`config.mk`:
```
export PLATFORM = sky130hd
export DESIGN_NAME = uart_mmio_bridge
export DESIGN_NICKNAME = d
export VERILOG_FILES = /design/src/rtl/uart_mmio_pkg.sv /design/src/rtl/uart_mmio_arbiter.sv /design/src/rtl/uart_mmio_bridge.sv
export SDC_FILE = /design/constraint.sdc
export NUM_CORES = 1
export LEC_CHECK = 0
export ABC_AREA = 1
export CORE_MARGIN = 5
export CORE_UTILIZATION = 35
export DETAILED_ROUTE_END_ITERATION = 8
export PLACE_DENSITY_LB_ADDON = 0.2
export RECOVER_POWER = 25
export SLEW_MARGIN = 5
export SYNTH_ARGS = -nofsm -noshare
export SYNTH_HDL_FRONTEND = slang
export SYNTH_HIERARCHICAL = 1
export SYNTH_SLANG_ARGS = --single-unit
```
`constraint.sdc`:
```
create_clock -name clk -period 3.5 [get_ports clk]
set_input_delay 0.35 -clock clk [delete_from_list [all_inputs] [get_ports clk]]
set_output_delay 0.35 -clock clk [all_outputs]
set_load 0.03 [all_outputs]
```
`src/rtl/uart_mmio_pkg.sv`:
```
// Shared register-map constants and types for the UART memory-mapped bridge.
// Offsets index the 8-byte window; bit indices locate fields inside STATUS, CTRL and CLR.
package uart_mmio_pkg;

    localparam logic [2:0] OFF_TX_DATA  = 3'd0;
    localparam logic [2:0] OFF_RX_DATA  = 3'd1;
    localparam logic [2:0] OFF_STATUS   = 3'd2;
    localparam logic [2:0] OFF_CTRL     = 3'd3;
    localparam logic [2:0] OFF_CLR      = 3'd4;
    localparam logic [2:0] OFF_RX_COUNT = 3'd5;
    localparam logic [2:0] OFF_TX_COUNT = 3'd6;
    localparam logic [2:0] OFF_RSVD     = 3'd7;

    localparam int ST_RX_AVAIL   = 0;
    localparam int ST_TX_SPACE   = 1;
    localparam int ST_RX_DROP    = 2;
    localparam int ST_TX_OVF     = 3;
    localparam int ST_RX_UNF     = 4;

    localparam int CTRL_LOOPBACK_EN = 0;
    localparam int CTRL_RX_IRQ_EN   = 1;
    localparam int CTRL_ERR_IRQ_EN  = 2;

    localparam int CLR_RX_DROP   = 2;
    localparam int CLR_TX_OVF    = 3;
    localparam int CLR_RX_UNF    = 4;
    localparam int CLR_COUNTERS  = 7;

    // Field order puts loopback_en at bit 0 so a CTRL write maps straight onto the struct.
    typedef struct packed {
        logic err_irq_en;
        logic rx_irq_en;
        logic loopback_en;
    } ctrl_t;

    localparam ctrl_t CTRL_RESET = '{err_irq_en: 1'b0, rx_irq_en: 1'b0, loopback_en: 1'b1};

endpackage

```
`src/rtl/uart_mmio_arbiter.sv`:
```
// Decides which agent owns the TX push and RX pop strobes in a given cycle.
// CPU accesses win; loopback only moves a byte when the CPU leaves both FIFOs alone.
module uart_mmio_arbiter (
    input  logic i_reset_n,
    input  logic i_cpuPush,
    input  logic i_cpuRxAccess,
    input  logic i_cpuPop,
    input  logic i_loopbackEn,
    input  logic i_rxEmpty,
    input  logic i_txFull,
    output logic o_txWriteEn,
    output logic o_txSelCpu,
    output logic o_rxReadEn
);

    logic w_loopbackMove;

    assign w_loopbackMove = i_loopbackEn & !i_rxEmpty & !i_txFull & !i_cpuPush & !i_cpuRxAccess;

    // Reset gating keeps the FIFOs untouched while the bridge registers are being initialised.
    assign o_txWriteEn = i_reset_n & (i_cpuPush | w_loopbackMove);
    assign o_rxReadEn  = i_reset_n & (i_cpuPop  | w_loopbackMove);
    assign o_txSelCpu  = i_cpuPush;

endmodule

```
`src/rtl/uart_mmio_bridge.sv`:
```
// Memory-mapped front end between the core data port and the UART RX/TX FIFOs,
// with status/control/counter registers, sticky error flags and software-controlled loopback.
module uart_mmio_bridge
    import uart_mmio_pkg::*;
#(
    parameter int                  DATA_W    = 8,
    parameter int                  D_ADDR_W  = 12,
    parameter logic [D_ADDR_W-1:0] BASE_ADDR = 12'hFF8
) (
    input  logic                clk,
    input  logic                reset_n,
    input  logic [D_ADDR_W-1:0] data_addr,
    input  logic                write_enable,
    input  logic                read_enable,
    input  logic [DATA_W-1:0]   write_data,
    output logic [DATA_W-1:0]   read_data,
    output logic                int_mem_select,
    output logic                tx_fifo_write_en,
    output logic [DATA_W-1:0]   tx_fifo_write_data,
    input  logic                tx_fifo_full,
    output logic                rx_fifo_read_en,
    input  logic [DATA_W-1:0]   rx_fifo_read_data,
    input  logic                rx_fifo_empty,
    input  logic                rx_drop,
    output logic                irq
);

    if (BASE_ADDR[2:0] != 3'b000) begin : g_baseAlignCheck
        $error("uart_mmio_bridge: BASE_ADDR must be 8-byte aligned");
    end
    if (DATA_W < 8) begin : g_dataWidthCheck
        $error("uart_mmio_bridge: DATA_W must be at least 8");
    end

    logic              w_hit;
    logic [2:0]        w_off;
    logic              w_cpuPush;
    logic              w_cpuRxAccess;
    logic              w_cpuPop;
    logic              w_txOverflow;
    logic              w_rxUnderflow;
    logic              w_ctrlWr;
    logic              w_clrWr;
    logic              w_clrCounters;
    logic              w_txSelCpu;
    logic [DATA_W-1:0] w_readData;

    ctrl_t             r_ctrl;
    logic              r_rxDropSticky;
    logic              r_txOvfSticky;
    logic              r_rxUnfSticky;
    logic [DATA_W-1:0] r_rxCount;
    logic [DATA_W-1:0] r_txCount;
    logic              r_irq;

    assign w_hit = (data_addr[D_ADDR_W-1:3] == BASE_ADDR[D_ADDR_W-1:3]);
    assign w_off = data_addr[2:0];
    assign int_mem_select = !w_hit;

    assign w_cpuRxAccess = read_enable  & w_hit & (w_off == OFF_RX_DATA);
    assign w_cpuPop      = w_cpuRxAccess & !rx_fifo_empty;
    assign w_rxUnderflow = w_cpuRxAccess &  rx_fifo_empty;
    assign w_cpuPush     = write_enable & w_hit & (w_off == OFF_TX_DATA) & !tx_fifo_full;
    assign w_txOverflow  = write_enable & w_hit & (w_off == OFF_TX_DATA) &  tx_fifo_full;
    assign w_ctrlWr      = write_enable & w_hit & (w_off == OFF_CTRL);
    assign w_clrWr       = write_enable & w_hit & (w_off == OFF_CLR);
    assign w_clrCounters = w_clrWr & write_data[CLR_COUNTERS];

    uart_mmio_arbiter u_arbiter (
        .i_reset_n     (reset_n),
        .i_cpuPush     (w_cpuPush),
        .i_cpuRxAccess (w_cpuRxAccess),
        .i_cpuPop      (w_cpuPop),
        .i_loopbackEn  (r_ctrl.loopback_en),
        .i_rxEmpty     (rx_fifo_empty),
        .i_txFull      (tx_fifo_full),
        .o_txWriteEn   (tx_fifo_write_en),
        .o_txSelCpu    (w_txSelCpu),
        .o_rxReadEn    (rx_fifo_read_en)
    );

    assign tx_fifo_write_data = w_txSelCpu ? write_data : rx_fifo_read_data;

    always_comb begin
        w_readData = '0;
        unique case (w_off)
            OFF_RX_DATA:  w_readData = rx_fifo_empty ? '0 : rx_fifo_read_data;
            OFF_STATUS: begin
                w_readData[ST_RX_AVAIL] = !rx_fifo_empty;
                w_readData[ST_TX_SPACE] = !tx_fifo_full;
                w_readData[ST_RX_DROP]  = r_rxDropSticky;
                w_readData[ST_TX_OVF]   = r_txOvfSticky;
                w_readData[ST_RX_UNF]   = r_rxUnfSticky;
            end
            OFF_CTRL: begin
                w_readData[CTRL_LOOPBACK_EN] = r_ctrl.loopback_en;
                w_readData[CTRL_RX_IRQ_EN]   = r_ctrl.rx_irq_en;
                w_readData[CTRL_ERR_IRQ_EN]  = r_ctrl.err_irq_en;
            end
            OFF_RX_COUNT: w_readData = r_rxCount;
            OFF_TX_COUNT: w_readData = r_txCount;
            OFF_TX_DATA, OFF_CLR, OFF_RSVD: w_readData = '0;
            default:      w_readData = '0;
        endcase
    end

    assign read_data = w_hit ? w_readData : '0;

    // Sticky flags give set priority over a same-cycle CLR so no event is ever lost.
    always_ff @(posedge clk) begin
        if (!reset_n) begin
            r_ctrl         <= CTRL_RESET;
            r_rxDropSticky <= 1'b0;
            r_txOvfSticky  <= 1'b0;
            r_rxUnfSticky  <= 1'b0;
            r_rxCount      <= '0;
            r_txCount      <= '0;
            r_irq          <= 1'b0;
        end else begin
            if (w_ctrlWr) begin
                r_ctrl <= ctrl_t'(write_data[2:0]);
            end

            if (rx_drop) begin
                r_rxDropSticky <= 1'b1;
            end else if (w_clrWr && write_data[CLR_RX_DROP]) begin
                r_rxDropSticky <= 1'b0;
            end

            if (w_txOverflow) begin
                r_txOvfSticky <= 1'b1;
            end else if (w_clrWr && write_data[CLR_TX_OVF]) begin
                r_txOvfSticky <= 1'b0;
            end

            if (w_rxUnderflow) begin
                r_rxUnfSticky <= 1'b1;
            end else if (w_clrWr && write_data[CLR_RX_UNF]) begin
                r_rxUnfSticky <= 1'b0;
            end

            if (w_clrCounters) begin
                r_rxCount <= '0;
            end else if (rx_fifo_read_en) begin
                r_rxCount <= r_rxCount + DATA_W'(1);
            end

            if (w_clrCounters) begin
                r_txCount <= '0;
            end else if (tx_fifo_write_en) begin
                r_txCount <= r_txCount + DATA_W'(1);
            end

            r_irq <= (r_ctrl.rx_irq_en & !rx_fifo_empty) |
                     (r_ctrl.err_irq_en & (r_rxDropSticky | r_txOvfSticky | r_rxUnfSticky));
        end
    end

    assign irq = r_irq;

endmodule
```
## Yosys cells after proc, flatten, opt, wreduce, memory -nomap -nowiden

Cells that the tools add are included.

| word-level totals | value |
|---|---|
| logic and storage cells | 70 |
| bits of input ports | 35 |
| output and inout port bits | 20 |
| register bits | 23 |

| operators by class | value |
|---|---|
| add/sub/neg operators | 2 |
| mux-type cells | 12 |
| equal/unequal tests | 8 |
| bitwise operators | 25 |
| reductions and logical operators | 14 |

Operator list:

| kind | number |
|---|---|
| 2-to-1 mux 8 bit | 3 |
| AND 1 bit | 19 |
| case mux 3 bit (6 select lines) | 1 |
| adder 8 x 1 -> 8 bit, second input constant | 2 |
| equality test 3 bit, second input constant | 4 |
| equality test 9 bit, second input constant | 1 |
| case mux 3 bit (3 select lines) | 1 |
| case mux 2 bit (4 select lines) | 1 |
| equality test 3 x 2 -> 1 bit, second input constant | 2 |
| 2-to-1 mux 1 bit | 6 |
| nonzero test 2 bit | 3 |
| logical NOT 1 bit | 5 |
| OR 1 bit | 5 |
| equality test 3 x 1 -> 1 bit, second input constant | 1 |
| logical AND 1 bit | 3 |
| logical NOT 3 bit | 1 |
| OR reduction 3 bit | 1 |
| OR reduction 2 bit | 1 |
| inverter 1 bit | 1 |

## Depth between registers and ports, before layout

| depth | value |
|---|---|
| depth in word-level cells | 9 |
| mapped depth | 16 |
| mapped depth without buffers | 16 |

## Modules after synthesis

Netlist, hierarchy kept.

Modules (own cells, without submodules):

| module | sequential area each (um2) | cells an instance | area an instance (um2) | times used |
|---|---|---|---|---|
| uart_mmio_bridge | 460.4 | 219 | 1463.9 | 1 |
| uart_mmio_arbiter | 0.0 | 9 | 41.3 | 1 |

## Worst setup path after synthesis

No wires, ideal clock.

| path | value |
|---|---|
| path kind | input to register |
| start | input data_addr[6] |
| end | register r_txCount[7] |
| slack | 0.679 ns |
| setup time | 0.119 ns |
| arrival time | 2.702 ns |
| stages | 15 |
| buffers on the path | 0 |
| data required time | 3.381 ns |
| path through | nand2_1 > nor2_2 > nand3_4 > nor2_8 > inv_1 > nor4_1 > inv_1 > a21oi_1 > nand2_1 > nor2_1 > nand2_1 > nor2_1 > nand3_1 > nand2_1 > a21oi_1 |

| between the ends | value |
|---|---|
| cells in the longest elaborated chain, start to end | 9 |
| elaborated cells between the ends (all ways) | 15 |
| classes of those cells | eq/ne: 1; bitwise: 11; reduce/logical: 3 |

Ends and longest elaborated chain:

| item | RTL line | text |
|---|---|---|
| from (decl) | uart_mmio_bridge.sv:12 | `input logic [D_ADDR_W-1:0] data_addr,` |
| equality test 9 bit (*) | uart_mmio_bridge.sv:56 | `assign w_hit = (data_addr[D_ADDR_W-1:3] == BASE_ADDR[D_ADDR_W-1:3]);` |
| AND 1 bit (*) (3 in series) | uart_mmio_bridge.sv:63 | `assign w_cpuPush = write_enable & w_hit & (w_off == OFF_TX_DATA) & !tx_fifo_full;` |
| via w_cpuPush | uart_mmio_bridge.sv:37 | `logic w_cpuPush;` |
| logical NOT 1 bit | uart_mmio_arbiter.sv:18 | `assign w_loopbackMove = i_loopbackEn & !i_rxEmpty & !i_txFull & !i_cpuPush & !i_cpuRxAccess;` |
| AND 1 bit (2 in series) | uart_mmio_arbiter.sv:18 |  |
| OR 1 bit (*) | uart_mmio_arbiter.sv:21 | `assign o_txWriteEn = i_reset_n & (i_cpuPush \| w_loopbackMove);` |
| AND 1 bit (*) | uart_mmio_arbiter.sv:21 |  |
| via tx_fifo_write_en | uart_mmio_bridge.sv:18 | `output logic tx_fifo_write_en,` |
| to (signal assigned) | uart_mmio_bridge.sv:151 | `r_txCount <= r_txCount + DATA_W'(1);` |
| to (decl) | uart_mmio_bridge.sv:53 | `logic [DATA_W-1:0] r_txCount;` |

The timed path passes the listed nets; every way through them passes the cells marked *.
A chain may end at the register's enable or synchronous reset.

## Worst setup path after layout

| path | value |
|---|---|
| start | input data_addr[10] |
| end | output tx_fifo_write_data[7] |

| between the ends | value |
|---|---|
| cells in the longest elaborated chain, start to end | 5 |

Ends and longest elaborated chain:

| item | RTL line | text |
|---|---|---|
| equality test 9 bit | uart_mmio_bridge.sv:56 |  |
| AND 1 bit (3 in series) | uart_mmio_bridge.sv:63 |  |
| via w_cpuPush | uart_mmio_bridge.sv:37 |  |
| 2-to-1 mux 8 bit | uart_mmio_bridge.sv:82 | `assign tx_fifo_write_data = w_txSelCpu ? write_data : rx_fifo_read_data;` |
| to (decl) | uart_mmio_bridge.sv:19 | `output logic [DATA_W-1:0] tx_fifo_write_data,` |

The timed path passes the listed nets, and every way through them passes these cells.

==> flow_metrics.env <==
export IMPL_nNetsFinal=324
export IMPL_p_sw_mw=0.142
export IMPL_setup_violations=0
export IMPL_grtUsageMet1=0.214
export IMPL_antenna_found_initial=0
export IMPL_power_density_nw_per_um2=252
export IMPL_grt_pass1_vias=1510
export IMPL_setup_ws_ps=375
export IMPL_seq_area_sq_um=460
export IMPL_ys_seq_area_frac=0.306
export IMPL_critPathMaxFanout=7
export IMPL_multi_input_comb_area_sq_um=893
export IMPL_met2_usage=0.271
export IMPL_drtAntennaViolNets=0
export IMPL_diodes=0
export IMPL_synth_edf_count=0
export IMPL_status="finished, final reports clean"
export IMPL_fin_cells=336
export IMPL_yosysMostFrequentCell="nand2_1"
export IMPL_clkPwrFrac=0.308
export IMPL_slew_headroom=0.726
export IMPL_p_seq_frac=0.491
export IMPL_core_region_area_sq_um=4090
export IMPL_cp_arrival_ps=2780
export IMPL_ys_ff_latch=23
export IMPL_finalMaxSlewViolations=0
export IMPL_synth_area_leader_cell="dfxtp_1"
export IMPL_combPwrFrac=0.201
export IMPL_gp_congestion=0.869
export IMPL_ys_warn_count=6
export IMPL_timing_final_hold_violations=0
export IMPL_io_pins=55
export IMPL_swShare=0.262
export IMPL_avgSynthCellArea_sq_um=6.60
export IMPL_synth_cell_types=27
export IMPL_drt_iter0_drc=89
export IMPL_maxCapViolations=0
export IMPL_start_util=0.368
export IMPL_ys_flop_type="dfxtp_1"
export IMPL_cp_data_required_time_ps=3150
export IMPL_row_count=23
export IMPL_busiest_layer="met2"
export IMPL_synth_nets=265
export IMPL_drt_wl_total_microns=4370
export IMPL_finalSetupTns_ps=0
export IMPL_vias=1636
export IMPL_cts_hold_buffers=0
export IMPL_post_dp_hpwl_microns=3610
export IMPL_drc=0
export IMPL_hold_path_class="flip-flop to flip-flop"
export IMPL_grt_pass1_wl_microns=6980
export IMPL_grt_max_degree=17
export IMPL_crit_path_start_kind="input pin"
export IMPL_endpoint_kind="output pin"
export IMPL_grtUsageMet3=0.0343
export IMPL_fp_dieH_microns=75.6
export IMPL_die_area_sq_um=5710
export IMPL_grt_util_all_layers=0.162
export IMPL_worst_pin_slew_ps=410
export IMPL_dp_cells=332
export IMPL_rsz0062_at_grt="false"
export IMPL_synthTopCellsByCount="nand2_1 (50), inv_1 (34), nor2_1 (31)"
export IMPL_ctsHtreeMaxLevel=1
export IMPL_numPortBuffers=54
export IMPL_p_int_mw=0.401
export IMPL_cts_buffer_depth=2
export IMPL_wl_per_cell_microns=13.0
export IMPL_async_flop_share=0
export IMPL_fin_skew_ps=2.48
export IMPL_clockRootBuffer="clkbuf_8"
export IMPL_fin_crit_ps=3130
export IMPL_vdd_drop_max_mv=0.238
export IMPL_insertion_delay_ps=260
export IMPL_via_per_inst=4.87
export IMPL_syn2layout_area_growth_pct=43.3
export IMPL_dr_pass1_iters=4
export IMPL_die_w_microns=75.6
export IMPL_design_area_sq_um=2160
export IMPL_place_area_sq_um=2110
export IMPL_power_static_leakage_nw=0.819
export IMPL_grt_overflow=0
export IMPL_netlist_area_leader_share=0.306
export IMPL_cts_sinks=23
export IMPL_cts_made_buffers=3
export IMPL_drive_gt1_frac=0.0874
export IMPL_ctsResizeCount=0
export IMPL_place_ws_ps=376
export IMPL_post_cts_buffers=0
export IMPL_netlist_area_sq_um=1510
export IMPL_clkTransAtPathRegs_ps=80
export IMPL_synth_area_leaders="dfxtp_1 (31%), nand2_1 (12%), inv_1 (8.5%)"
export IMPL_fin_crit_sh=0.893
export IMPL_syn_inst=228
export IMPL_fmax_mhz=320
export IMPL_fill_cells=432
export IMPL_path_class="input pin to output pin"
export IMPL_cts_tree="built"
==> layer usage <==
layer / share of wire / up-vias
met3: 0.068 / 4
met4: 0.0082 / 0
met5: 0 / -
met1: 0.46 / 728
li1: - / 850
met2: 0.46 / 54
==> final cells by class <==
type	count	area share
repair buffers	58	0.263
clock buffers	4	0.0209
inverters	34	0.0592
well taps	50	0.0290
multi-input cells	167	0.414
flip-flops and latches	23	0.213
==> placed cells by master, fill, tap and decap left out <==
cell type | netlist | final
xnor2_1 | 3 | 3
nand2_1 | 50 | 50
nor2_1 | 31 | 31
xor2_1 | 4 | 4
o21ai_0 | 9 | 9
nand2_2 | 2 | 2
ha_1 | 2 | 2
inv_1 | 34 | 34
nand3_2 | 1 | 1
a21oi_1 | 21 | 21
nor4_1 | 2 | 1
mux2i_1 | 1 | 1
a31oi_1 | 3 | 3
mux2_2 | 5 | 5
clkbuf_1 | 1 | 1
dlygate4sd3_1 | 0 | 4
nor3_2 | 1 | 1
nand4_1 | 2 | 2
dfxtp_1 | 23 | 23
clkdlybuf4s50_1 | 0 | 49
nor2_4 | 2 | 2
buf_4 | 2 | 5
nand3_4 | 1 | 1
o22ai_1 | 4 | 4
clkbuf_8 | 0 | 3
nor4_2 | 0 | 1
nor2_2 | 3 | 3
o31ai_1 | 2 | 2
nand3_1 | 17 | 17
nor2_8 | 1 | 1
==> per-stage QoR <==
step	power, mW	utilization	hold slack [ps]
2_1_floorplan	0.319	-	434
3_3_place_gp	0.382	0.517	454
3_5_place_dp	0.383	0.517	456
4_1_cts	0.550	0.528	470
5_1_grt	0.568	0.528	497
6_report	0.543	0.528	467
==> worst paths after layout <==
path                            cells after the start  slack, ps               endpoint           from
worst max-delay path                               10        370  tx_fifo_write_data[7]  data_addr[10]
worst min-delay path                                2        470           r_rxCount[7]   r_rxCount[7]
worst max register to register                     10       1870           r_rxCount[7]      r_ctrl[0]
worst min register to register                      2        470           r_rxCount[7]   r_rxCount[7]
==> worst max-delay path, stage by stage <==
cell	delay, ps
clkdlybuf4s50_1	470
nand2_1	70
nor2_2	120
nand3_4	150
nor2_8	160
inv_1	70
nor4_2	220
buf_4	220
mux2_2	350
clkdlybuf4s50_1	590
==> registers in the layout, summed over array words and instances, names as in the netlist <==
signal / cells
irq: 1
r_ctrl: 3
r_rxCount: 8
r_rxDropSticky: 1
r_rxUnfSticky: 1
r_txCount: 8
r_txOvfSticky: 1
==> power groups by stage <==
stage | logic (mW) | registers, mW | clock network, mW
floorplan | 0.0472 | 0.272 | 0
global placement | 0.110 | 0.273 | 0
detailed placement | 0.110 | 0.273 | 0
CTS | 0.110 | 0.267 | 0.173
global route | 0.118 | 0.267 | 0.183
finish | 0.109 | 0.267 | 0.167
==> logic make-up (layout without fill, tap and decap cells) <==
logic type               after synthesis  in the layout  share of synthesized area
AND/OR/NAND/NOR                      113            113                      0.349
adder cells (fa/ha/maj)                2              2                     0.0166
XOR/XNOR                               7              7                     0.0407
flip-flops                            23             23                      0.306
AO/OA/AOI/OAI                         39             39                      0.139
buffers and inverters                 38             96                      0.105
multiplexers                           6              6                     0.0441
Power figures use the tool's default switching activity.
